--- config.mk ---
export PLATFORM = sky130hd
export DESIGN_NAME = bottle_fill_seq
export DESIGN_NICKNAME = d
export VERILOG_FILES = /design/src/rtl/bottle_pkg.sv /design/src/rtl/bcd_counter.sv /design/src/rtl/bottle_fill_seq.sv
export SDC_FILE = /design/constraint.sdc
export NUM_CORES = 1
export LEC_CHECK = 0
export ABC_AREA = 1
export CAP_MARGIN = 20
export CORE_MARGIN = 2
export CORE_UTILIZATION = 49
export CTS_CLUSTER_DIAMETER = 200
export CTS_CLUSTER_SIZE = 20
export DETAILED_ROUTE_END_ITERATION = 16
export PLACE_DENSITY = 0.84
export SYNTH_ARGS = -nofsm -noshare
export SYNTH_HDL_FRONTEND = slang
export SYNTH_SLANG_ARGS = --single-unit
--- constraint.sdc ---
create_clock -name CLK -period 2.8 [get_ports CLK]
set_input_delay 0.84 -clock CLK [delete_from_list [all_inputs] [get_ports CLK]]
set_output_delay 0.84 -clock CLK [all_outputs]
set_load 0.02 [all_outputs]
--- src/rtl/bottle_pkg.sv ---
// Purpose: shared state encoding, BCD constants and limit validation for the bottle filler.
// Latency: none (types, constants and a combinational helper only).
// Backpressure: not applicable.
package bottle_pkg;

    typedef enum logic [2:0] {
        S_IDLE     = 3'd0,
        S_WAIT_BOT = 3'd1,
        S_FILL     = 3'd2,
        S_PAUSE    = 3'd3,
        S_SWAP     = 3'd4,
        S_DONE     = 3'd5
    } state_t;

    localparam logic [3:0] BCD_MAX = 4'd9;

    // True when every nibble is a decimal digit and the value is nonzero.
    // Callers zero-extend their limit into the 32-bit argument (up to 8 digits).
    function automatic logic bcd_nonzero_ok(input logic [31:0] v);
        logic ok;
        ok = (v != '0);
        for (int i = 0; i < 8; i++) begin
            if (v[4*i +: 4] > BCD_MAX) begin
                ok = 1'b0;
            end
        end
        return ok;
    endfunction

endpackage

--- src/rtl/bcd_counter.sv ---
// Purpose: multi-digit BCD counter with synchronous clear, increment, and wrap at all-9s.
// Latency: cnt updates on the edge after clr/inc; nxt is the combinational incremented value.
// Backpressure: none; clr wins over inc.
//   CLK, RST : clock, synchronous active-high reset
//   clr, inc : clear to zero / advance by one
//   cnt, nxt : registered count / count+1 (BCD, wrapping)
module bcd_counter
    import bottle_pkg::*;
#(
    parameter int DIGITS = 2
) (
    input  logic                CLK,
    input  logic                RST,
    input  logic                clr,
    input  logic                inc,
    output logic [4*DIGITS-1:0] cnt,
    output logic [4*DIGITS-1:0] nxt
);

    logic carry;

    // Ripple carry: a digit at 9 (or any non-decimal value) rolls to 0 and
    // passes the carry on, so the result is always valid BCD.
    always_comb begin
        carry = 1'b1;
        nxt   = '0;
        for (int d = 0; d < DIGITS; d++) begin
            if (carry) begin
                if (cnt[4*d +: 4] >= BCD_MAX) begin
                    nxt[4*d +: 4] = 4'd0;
                end else begin
                    nxt[4*d +: 4] = cnt[4*d +: 4] + 4'd1;
                    carry         = 1'b0;
                end
            end else begin
                nxt[4*d +: 4] = cnt[4*d +: 4];
            end
        end
    end

    always_ff @(posedge CLK) begin
        if (RST || clr) begin
            cnt <= '0;
        end else if (inc) begin
            cnt <= nxt;
        end
    end

endmodule

--- src/rtl/bottle_fill_seq.sv ---
// Purpose: batch sequencer counting pills per bottle and bottles per batch in BCD, with changeover handshake.
// Latency: counts, bot_done and state all update on the edge after the sampled input.
// Backpressure: bot_rdy gates filling; pause freezes; a tick while paused or without a bottle is dropped.
//   CLK, RST                 : clock, synchronous active-high reset
//   start/abort/pause/conti  : panel controls (conti is rising-edge detected)
//   single, pill_tick, bot_rdy : stop-per-bottle mode, pill pulse, bottle present
//   max_pills, max_bots      : BCD limits, latched on an accepted start
//   pill_cnt, bot_cnt        : BCD counts; bot_done, allFull, busy, cfg_err, state : status
module bottle_fill_seq
    import bottle_pkg::*;
#(
    parameter int PILL_DIGITS = 2,
    parameter int BOT_DIGITS  = 2
) (
    input  logic                     CLK,
    input  logic                     RST,
    input  logic                     start,
    input  logic                     abort,
    input  logic                     pause,
    input  logic                     conti,
    input  logic                     single,
    input  logic                     pill_tick,
    input  logic                     bot_rdy,
    input  logic [4*PILL_DIGITS-1:0] max_pills,
    input  logic [4*BOT_DIGITS-1:0]  max_bots,
    output logic [4*PILL_DIGITS-1:0] pill_cnt,
    output logic [4*BOT_DIGITS-1:0]  bot_cnt,
    output logic                     bot_done,
    output logic                     allFull,
    output logic                     busy,
    output logic                     cfg_err,
    output logic [2:0]               state
);

    state_t                   st;
    logic [4*PILL_DIGITS-1:0] max_pills_l;
    logic [4*BOT_DIGITS-1:0]  max_bots_l;
    logic [4*PILL_DIGITS-1:0] pill_nxt;
    logic [4*BOT_DIGITS-1:0]  bot_nxt;
    logic                     conti_q;
    logic                     conti_rise;
    logic                     cfg_ok;
    logic                     start_ok;
    logic                     fill_ev;
    logic                     pill_full;
    logic                     batch_restart;

    assign conti_rise = conti && !conti_q;
    assign cfg_ok     = bcd_nonzero_ok(32'(max_pills)) && bcd_nonzero_ok(32'(max_bots));
    assign start_ok   = !abort && (st == S_IDLE) && start && cfg_ok;
    // A tick counts only in FILL with a bottle present and no pause request.
    assign fill_ev    = !abort && (st == S_FILL) && !pause && bot_rdy && pill_tick;
    assign pill_full  = (pill_nxt == max_pills_l);
    // Continuing from a completed quota starts a fresh batch with the same limits.
    assign batch_restart = !abort && (st == S_DONE) && conti_rise && (bot_cnt == max_bots_l);

    bcd_counter #(.DIGITS(PILL_DIGITS)) u_pill_ctr (
        .CLK (CLK),
        .RST (RST),
        .clr (abort || start_ok || (fill_ev && pill_full)),
        .inc (fill_ev && !pill_full),
        .cnt (pill_cnt),
        .nxt (pill_nxt)
    );

    bcd_counter #(.DIGITS(BOT_DIGITS)) u_bot_ctr (
        .CLK (CLK),
        .RST (RST),
        .clr (abort || start_ok || batch_restart),
        .inc (fill_ev && pill_full),
        .cnt (bot_cnt),
        .nxt (bot_nxt)
    );

    always_ff @(posedge CLK) begin
        if (RST) begin
            st          <= S_IDLE;
            max_pills_l <= '0;
            max_bots_l  <= '0;
            conti_q     <= 1'b0;
            bot_done    <= 1'b0;
            allFull     <= 1'b0;
            cfg_err     <= 1'b0;
        end else begin
            conti_q  <= conti;
            bot_done <= 1'b0;
            cfg_err  <= 1'b0;
            if (abort) begin
                st      <= S_IDLE;
                allFull <= 1'b0;
            end else begin
                case (st)
                    S_IDLE: begin
                        if (start) begin
                            if (cfg_ok) begin
                                max_pills_l <= max_pills;
                                max_bots_l  <= max_bots;
                                st          <= S_WAIT_BOT;
                            end else begin
                                cfg_err <= 1'b1;
                            end
                        end
                    end
                    S_WAIT_BOT: begin
                        if (bot_rdy) st <= S_FILL;
                    end
                    S_FILL: begin
                        if (pause) begin
                            st <= S_PAUSE;
                        end else if (!bot_rdy) begin
                            st <= S_WAIT_BOT;
                        end else if (pill_tick && pill_full) begin
                            bot_done <= 1'b1;
                            if ((bot_nxt == max_bots_l) || single) begin
                                st      <= S_DONE;
                                allFull <= 1'b1;
                            end else begin
                                st <= S_SWAP;
                            end
                        end
                    end
                    S_PAUSE: begin
                        if (!pause) st <= S_FILL;
                    end
                    // Full bottle must leave before the next one is accepted.
                    S_SWAP: begin
                        if (!bot_rdy) st <= S_WAIT_BOT;
                    end
                    S_DONE: begin
                        if (conti_rise) begin
                            allFull <= 1'b0;
                            st      <= S_SWAP;
                        end
                    end
                    default: st <= S_IDLE;
                endcase
            end
        end
    end

    assign busy  = (st != S_IDLE);
    assign state = st;

endmodule

==> results.toml <==
[global_route]
grt_pass1_vias = 2528
track_usage_pct = 23.74
grt_antenna_before_repair = 0
grt-ovfl-total = 0
grt_pass1_wl_um = 11470
grt_start_max_net_pins = 26

[sta]
worst_hold_slack_ps = 454.0
post-route-period-util_pct = 92.79
min_period_ps = 2598
hold_viol_final = 0
rsz0062_at_grt = "false"
maxSlewViolCount = 0
setup_tns_ps = 0
tightest_slew_ps = 415.3
fin_worst_skew_ps = 5.066
final-setup-viol-count = 0
max_slew_margin_pct = 72.06
fmax_ghz = 0.3849

[clock_tree]
cts_buffers = 5
cts.sinks = 39
clk_path_buf_depth = 2
htreeDepth = 2
clkLatencyLatePin_ps = 290
cts_resized = 0
hold_buffers = 0
clock-root-buffer = "clkbuf_8"
cts_tree = "done"
post_cts_buffers = 0
clk_pin_slew_worst_paths_ps = 70

[critical_path]
rr_endpoint = "state[0]"
cp.required_ps = 1960
arrival_ps = 1760
critPathSlowestCell = "clkdlybuf4s50_1"
path_class = "register to output pin"
worst_setup_path_start_kind = "register"
r2r-start = "u_bot_ctr.cnt[0]"
r2r_setup_slack_ps = 450
cp_max_fo = 8
critical_path.max_stage_delay_ps = 620
path_delay_family = "buffers and inverters"
cp_cell_sequence = "nor2_1 > inv_1 > nor2_1 > inv_1 > clkdlybuf4s50_1"
critPathCaptureType = "output pin"
crit_buf_inv = 3
reg2reg_depth = 15

[placed_design]
dp_hpwl_um = 5237
place.gp.congestion = 0.8727
port_buffers = 47

[synth]
yosysSeqAreaShare_pct = 29.97
ys_top_cells_by_count = "103 x nand2_1, 51 x inv_1, 51 x nand3_1"
synth_top_area_share_pct = 29.97
yosysUniqueCellTypes = 36
yosysTopAreaCell = "dfxtp_1"
synth_area_sq_um = 2605
syn_avg_cell_area_sq_um = 6.578
ys_ff_latch = 39
synth-edff-count = 0
yosys-top-cells-area = "dfxtp_1 30%, nand2_1 15%, nand3_1 9.8%, inv_1 7.3%, nor2_1 5.9%"
async_flop_share_pct = 0
synthesis.nets = 433
syn_inst = 396
synthFlopType = "dfxtp_1"
yosysMostFrequentCell = "nand2_1"
ys_warn_count = 0

[routing]
wl_per_cell_um = 12.91
dr_wl_met2_um = 3177
met3WireLength_um = 417
via_per_inst = 5.269
dr.max_layer_used = "met4"
antenna_left = 0
vias = 2740
drt-pass1-iter-count = 5
drt-total-wl_um = 6713
drtIter0Drc = 197
drc = 0
met1_length_um = 2974

[layout]
layout.nets = 486
antenna_cells = 0
drive_gt1_share_pct = 7.333
syn2layout_area_growth_pct = 25.74

[pwr]
power_density_nw_per_um2 = 352.6
ir_worst_vdd_mv = 0.2379
power_leakage_nw = 1.419

[hold_path]
hp-class = "register to register"
hold_start = "allFull"
hold_path_end = "allFull"
whs_path_depth = 2

[job]
drv_cap = 0

[die]
row_count = 26
initial_core_util_pct = 51.00
dieArea_sq_um = 5916
die_h_um = 76.92
die_w_um = 76.92
core_area_sq_um = 5107
pin_count = 48

[status]
outcome = "finished, final reports clean"
worst min-delay path, stage by stage (launching register included):
cell and delay [ps]:
dfxtp_1 310, inv_1 50, a21oi_1 50
logic make-up (layout without fill, tap and decap cells):
kind of cell	Yosys count	in the layout	share of synthesized area, %
XOR/XNOR	10	10	3.362
AND/OR/NAND/NOR	226	226	39.53
buffers and inverters	60	114	9.222
adder cells (fa/ha/maj)	12	12	5.764
flip-flops	39	39	29.97
AO/OA/AOI/OAI	49	49	12.15
worst max-delay path by stage:
stage                  from           endpoint  cells past startpoint
2_1_floorplan   max_bots[1]   u_bot_ctr.cnt[5]                      8
3_3_place_gp    max_bots[1]           state[0]                      9
3_5_place_dp   max_pills[4]  u_pill_ctr.cnt[5]                      7
4_1_cts            state[0]               busy                      5
5_1_grt            state[0]               busy                      5
6_report           state[0]               busy                      5
registers in the layout, indices dropped and copies added (netlist names), 3 cells and up:
register / cells
max_bots_l: 8
max_pills_l: 8
state: 3
u_bot_ctr.cnt: 8
u_pill_ctr.cnt: 8
area by class of cell:
type | count | area [sq um]
clock buffer | 8 | 100.1
multi-input combinational | 297 | 1584
fill | 460 | 1832
inverter | 52 | 200.2
tap | 70 | 87.58
timing repair buffer | 54 | 523.0
sequential | 39 | 780.7
layout by cell type (no fill, tap or decap), types with 3 or more instances in the layout:
cell type / n
nand2_4: 3
dfxtp_1: 39
nor3_1: 3
xnor2_1: 5
ha_1: 12
nor2_1: 41
a211oi_1: 16
clkbuf_8: 7
nand2_1: 103
buf_4: 7
nand3_1: 51
inv_1: 51
nand2_2: 5
nand4_1: 6
nor4_1: 4
a21oi_1: 20
xor2_1: 5
clkdlybuf4s50_1: 47
o21ai_0: 3
stage by stage:
stage / setup WS, ps / total power [mW] / util [%] / area [sq um] / instances
4_1_cts: 213.6 / 1.162 / 64.14 / 3276 / 520
3_5_place_dp: 91.36 / 0.7445 / 62.18 / 3176 / 512
3_3_place_gp: 162.4 / 0.7425 / 62.18 / 3176 / 512
6_report: 201.8 / 1.155 / 64.14 / 3276 / 520
5_1_grt: 82.87 / 1.213 / 64.14 / 3276 / 520
2_1_floorplan: 618.1 / 0.6686 / - / 2605 / 396
per-layer routing:
metal	up-vias	global-route usage, %
li1	1406	-
met1	1238	29.90
met2	84	39.39
met3	12	4.941
met4	0	9.818
met5	-	0
power by group:
part           total (mW)  internal (mW)  switching, mW
sequential          0.576          0.566        0.00992
clock               0.421          0.225          0.196
combinational       0.158         0.0729         0.0856
No activity file was read; power rests on OpenSTA's default activity.
